<file path="config.mk">
export PLATFORM = sky130hd
export DESIGN_NAME = fifo_wr_packer
export DESIGN_NICKNAME = d
export VERILOG_FILES = /design/src/rtl/fifo_wr_packer.sv
export SDC_FILE = /design/constraint.sdc
export NUM_CORES = 1
export LEC_CHECK = 0
export ABC_AREA = 1
export CORE_UTILIZATION = 46
export CTS_BUF_LIST = sky130_fd_sc_hd__clkbuf_2 sky130_fd_sc_hd__clkbuf_4 sky130_fd_sc_hd__clkbuf_8
export DETAILED_ROUTE_END_ITERATION = 8
export PLACE_DENSITY = 0.72
export SLEW_MARGIN = 5
export SYNTH_ARGS = -nofsm -noshare
export SYNTH_HDL_FRONTEND = slang
export SYNTH_SLANG_ARGS = --single-unit
</file>
<file path="constraint.sdc">
create_clock -name clk_i -period 2.4 [get_ports clk_i]
set_clock_uncertainty 0.15 [all_clocks]
set_input_delay 0.48 -clock clk_i [delete_from_list [all_inputs] [get_ports clk_i]]
set_output_delay 0.48 -clock clk_i [all_outputs]
set_load 0.1 [all_outputs]
</file>
<file path="src/rtl/fifo_wr_packer.sv">
// fifo_wr_packer: packs narrow beats into wide lane-masked words for the CDC FIFO write port
module fifo_wr_packer #(
    parameter int InW  = 8,
    parameter int OutW = 32,
    parameter int CntW = $clog2(OutW / InW + 1)
) (
    input  logic                  clk_i,
    input  logic                  rst_ni,
    input  logic                  valid_i,
    output logic                  ready_o,
    input  logic [InW-1:0]        data_i,
    input  logic                  flush_i,
    output logic                  valid_o,
    input  logic                  ready_i,
    output logic [OutW-1:0]       data_o,
    output logic [OutW/InW-1:0]   mask_o,
    output logic                  idle_o
);
    localparam int Ratio = OutW / InW;

    generate
        if (OutW % InW != 0 || Ratio < 2) begin : g_bad_params
            $error("fifo_wr_packer: OutW must be a multiple of InW with OutW/InW >= 2");
        end
    endgenerate

    logic [OutW-1:0]  acc_q, acc_d, out_q, out_d;
    logic [CntW-1:0]  cnt_q, cnt_d;
    logic [Ratio-1:0] mask_q, mask_d;
    logic             flush_pend_q, flush_pend_d, vld_q, vld_d;
    logic             full, out_free, move, take;

    // Next-state: drain accumulator into the output register, then pack the incoming beat
    always_comb begin
        full     = cnt_q == CntW'(Ratio);
        out_free = !vld_q || ready_i;
        move     = (full || flush_pend_q) && out_free;
        ready_o  = rst_ni && ((!full && !flush_pend_q) || move);
        take     = valid_i && ready_o;
        acc_d    = move ? '0 : acc_q;
        cnt_d    = move ? '0 : cnt_q;
        for (int i = 0; i < Ratio; i++) begin
            if (take && cnt_d == CntW'(i)) acc_d[i*InW +: InW] = data_i;
            mask_d[i] = move ? (CntW'(i) < cnt_q) : mask_q[i];
        end
        cnt_d        = cnt_d + CntW'(take);
        flush_pend_d = (flush_pend_q && !move) || (flush_i && cnt_d != '0 && cnt_d != CntW'(Ratio));
        out_d        = move ? acc_q : out_q;
        vld_d        = move || (vld_q && !ready_i);
    end

    // State registers; reset discards any partial or held word
    always_ff @(posedge clk_i) begin
        if (!rst_ni) begin
            acc_q        <= '0;
            cnt_q        <= '0;
            flush_pend_q <= 1'b0;
            out_q        <= '0;
            mask_q       <= '0;
            vld_q        <= 1'b0;
        end else begin
            acc_q        <= acc_d;
            cnt_q        <= cnt_d;
            flush_pend_q <= flush_pend_d;
            out_q        <= out_d;
            mask_q       <= mask_d;
            vld_q        <= vld_d;
        end
    end

    assign valid_o = vld_q;
    assign data_o  = out_q;
    assign mask_o  = mask_q;
    assign idle_o  = cnt_q == '0 && !flush_pend_q && !vld_q;
endmodule

</file>
Word-level counts from Yosys, hierarchy flattened
Cells that the tools add are included.

word-level totals
  register bits = 73
  input port bits = 13

cells by class
  add/sub/neg operators = 1
  $lt $le $gt $ge = 4
  equal/unequal tests = 5
  mux-type cells = 6
  reduce and logical (&&, ||, !) cells = 31

operators by type and width
  kind                number
  $mux 32             1
  $mux 8              4
  $logic_and 1x1->1   14
  $reduce_bool 2->1   4
  $eq 3x2->1 const B  2
  $logic_not 3->1     2
  $lt 1x3->1 const A  2
  $lt 2x3->1 const A  2
  $logic_not 1->1     5
  $logic_or 1x1->1    5
  $add 3x1->3         1
  $eq 3x1->1 const B  1
  $eq 3x3->1 const B  1
  $mux 3              1
  $ne 3x3->1 const B  1
  $reduce_bool 3->1   1

Logic depth before layout (Yosys ltp)
  word-level depth = 11
  mapped depth = 11

Worst setup path after synthesis
No wires, ideal clock.

  path type = reg2out
  start point = register vld_q (netlist: valid_o)
  end point = output port idle_o
  arrival time = 2.866 ns
  setup slack = -1.096 ns
  stages on the path, launching flop included = 2
  buffers on the path = 0
  cells stage by stage = dfxtp_1 > nor3_1

on the way
  longest elaborated chain between the ends = 2

ends and longest elaborated chain
  element                 line  text
  start, declared         30    logic flush_pend_q, flush_pend_d, vld_q, vld_d;
  start signal, assigned  67    vld_q <= vld_d;
  $logic_not 1->1         74    assign idle_o = cnt_q == '0 && !flush_pend_q && !vld_q;
  $logic_and 1x1->1       74
  end, declared           17    output logic idle_o

No other way between the ends.

Worst setup path in the final report
  start point = register cnt_q[2]
  end point = output port idle_o

on the way
  longest elaborated chain between the ends = 3

ends and longest elaborated chain
  element                         line  text
  start, declared                 28    logic [CntW-1:0] cnt_q, cnt_d;
  start signal, assigned          63    cnt_q <= cnt_d;
  $logic_not 3->1                 74
  $logic_and 1x1->1 (2 in a row)  74

No other way between the ends.

==> results by group <==
STA
  – Post-layout min period: 2.241 ns
  – Worst Tran Pin Value: 0.3498 ns
  – Final WS setup: 0.1593 ns
  – Setup TNS: 0 ns
  – Setup Viol. Count Final: 0
  – Final hold viol count: 0
  – Max-slew violations: 0
  – RSZ-0062 raised after global routing: no
  – Fmax: 446.3 MHz
  – Slew HR: 76.68%
  – Fin crit share: 93.36%

Routing
  – DR DRC count: 0
  – Vias: 2455
  – DRT iter0 DRCs: 248
  – Post-DRT Antenna Nets: 0
  – Drt via density: 5.136
  – Routed len/inst: 13.06 um
  – Final WL: 6244 um
  – Initial DRT Pass Iterations: 4

Global route
  – Gr usage total: 22.29%
  – Vias in the first global route: 2307
  – Grt total ovfl: 0
  – First-pass GRT wire length: 10630 um
  – Initial antenna violation count: 0
  – Largest net degree at the start of global routing: 43

Synth
  – Syn_nets: 365
  – Synth area leaders: dfxtp_1 (53%), nor2_1 (9.3%), a21oi_1 (6.7%)
  – Area share of the largest cell type after synthesis: 52.52%
  – Syn Area/Cell: 7.950 sq um
  – Synth warn: 0
  – Distinct cells, synth: 21
  – #FFs+latches synth: 73
  – Cells after synthesis: 350
  – Mapped Area: 2783 sq um
  – Cell taking the most area after synthesis: dfxtp_1
  – Sequential share of the synthesized area: 52.52%

Finish
  – Commonest non-fill, non-tap cell in the layout: dfxtp_1
  – Most frequent cells in the layout: dfxtp_1 (72), nor2_1 (69), nand2_1 (46)
  – N_diodes: 0
  – Final nets: 416
  – Fraction of layout cells with a size suffix above 1: 19.70%
  – Area Overhead vs Synth: 26.03%

Critical path
  – CP Max Fanout: 4
  – CP required: 1.77 ns
  – Setup CP Type: flop to primary output
  – CP arrival: 1.61 ns
  – Crit path launch type: flop
  – Critical path capture point type: primary output

Placement
  – Setup slack at placement: 0.08401 ns
  – DP HPWL: 4209 um
  – Placer Congestion: 0.7931
  – Port Buffers: 51

Die
  – Die ar.: 6364 sq um
  – Initial Util: 49.03%
  – CORE AREA: 5675 sq um
  – Die H: 79.78 um
  – Ports: 52
  – Die X: 79.78 um
  – Std cell rows: 27

Power and ir drop
  – Logic gate share of total power: 21.8%
  – Sequential share of power: 43.8%
  – Switch share: 33.12%
  – Cell area power density: 846.0 nW/um^2
  – Cell Int Power: 1984 uW
  – P_leak: 0.001408 uW
  – Worst-case vdd ir drop: 0.4137 mV
  – P_sw: 982.6 uW
  – Clock network power share: 34.4%

Clock tree
  – Root Driver: clkbuf_8
  – Clock Latency Late Sink: 0.35 ns
  – CTS tree: built
  – CTS Buffer Depth: 2
  – CTS clk-pin slew, worst paths: 0.08 ns
  – CTS resizes: 0
  – CTS buffer count: 9
  – H-tree Lvls: 3
  – Clk sinks: 73
  – Post-CTS Repair Setup Buffers: 0
  – Cts hold-fix bufs: 0

Outcome
  – Status: finished, final reports clean

Flow run
  – Max cap viols: 0

Hold path
  – Hold Path Class: flop to flop
==> state kept, by name (all words and copies together), names as in the netlist <==
register and count:
valid_o 1, cnt_q 3, data_o 32, acc_q 32, mask_o 4, flush_pend_q 1
==> kinds of logic after synthesis <==
| family | synth area share, % |
|---|---|
| AO/OA/AOI/OAI | 14.39 |
| adder cells (fa/ha/maj) | 0.8991 |
| buffers and inverters | 5.440 |
| flip-flops | 52.52 |
| AND/OR/NAND/NOR | 26.75 |
==> per-layer routing <==
layer | track usage (%) | share of wire, %
met1 | 28.52 | 44
met2 | 34.19 | 47
met3 | 7.314 | 6.9
met4 | 9.643 | 2.3
met5 | 0 | 0
==> critical path: stages (launching register included) <==
cell,delay [ns]
dfxtp_1,0.35
nor2_1,0.24
nand2_1,0.24
nor3_4,0.22
buf_12,0.20
==> cell type report <==
cell class | count | area (sq um)
multi-input cells | 244 | 1181
flip-flops and latches | 73 | 1463
fillers | 524 | 2168
well taps | 72 | 90.09
clock buffers | 12 | 165.2
inverters | 15 | 56.30
repair buffers | 58 | 503.0
clock inverters | 4 | 48.80
==> power by group through the flow <==
stage          clock, uW  combinational, uW  sequential, uW
5_1_grt             1090                688            1310
6_report            1020                647            1300
4_1_cts             1040                650            1300
2_1_floorplan          0                200            1620
3_5_place_dp           0                647            1330
3_3_place_gp           0                642            1330
==> metrics by stage <==
step                      instances  utilization, %  total power [uW]  instance area, sq um  hold slack [ns]
after floorplan                 350               -              1820                  2795           0.3050
after global placement          462           58.02              1968                  3293           0.3129
after detailed placement        462           58.02              1974                  3293           0.3156
after global routing            478           61.79              3086                  3507           0.3518
after CTS                       478           61.79              2986                  3507           0.3277
final                           478           61.79              2967                  3507           0.3287
==> Yosys cell counts, drive strengths merged <==
cell    count
nor2       73
clkbuf     10
nand3      37
a31oi       1
a21oi      38
buf         8
nand2      54
nor3        1
ha          2
inv        14
dfxtp      73
clkinv      1
o21ai      37
o21a        1
==> worst paths after layout <==
path         cells past startpoint  slack [ns]                      end                    from
max                              4        0.16                   idle_o     cnt_q[2]$_SDFF_PN0_
min                              2        0.33   mask_o[1]$_SDFFE_PN0P_  mask_o[1]$_SDFFE_PN0P_
max reg2reg                     10        0.57  flush_pend_q$_SDFF_PN0_     cnt_q[0]$_SDFF_PN0_
min reg2reg                      2        0.33   mask_o[1]$_SDFFE_PN0P_  mask_o[1]$_SDFFE_PN0P_
No activity file was read; power rests on OpenSTA's default activity.
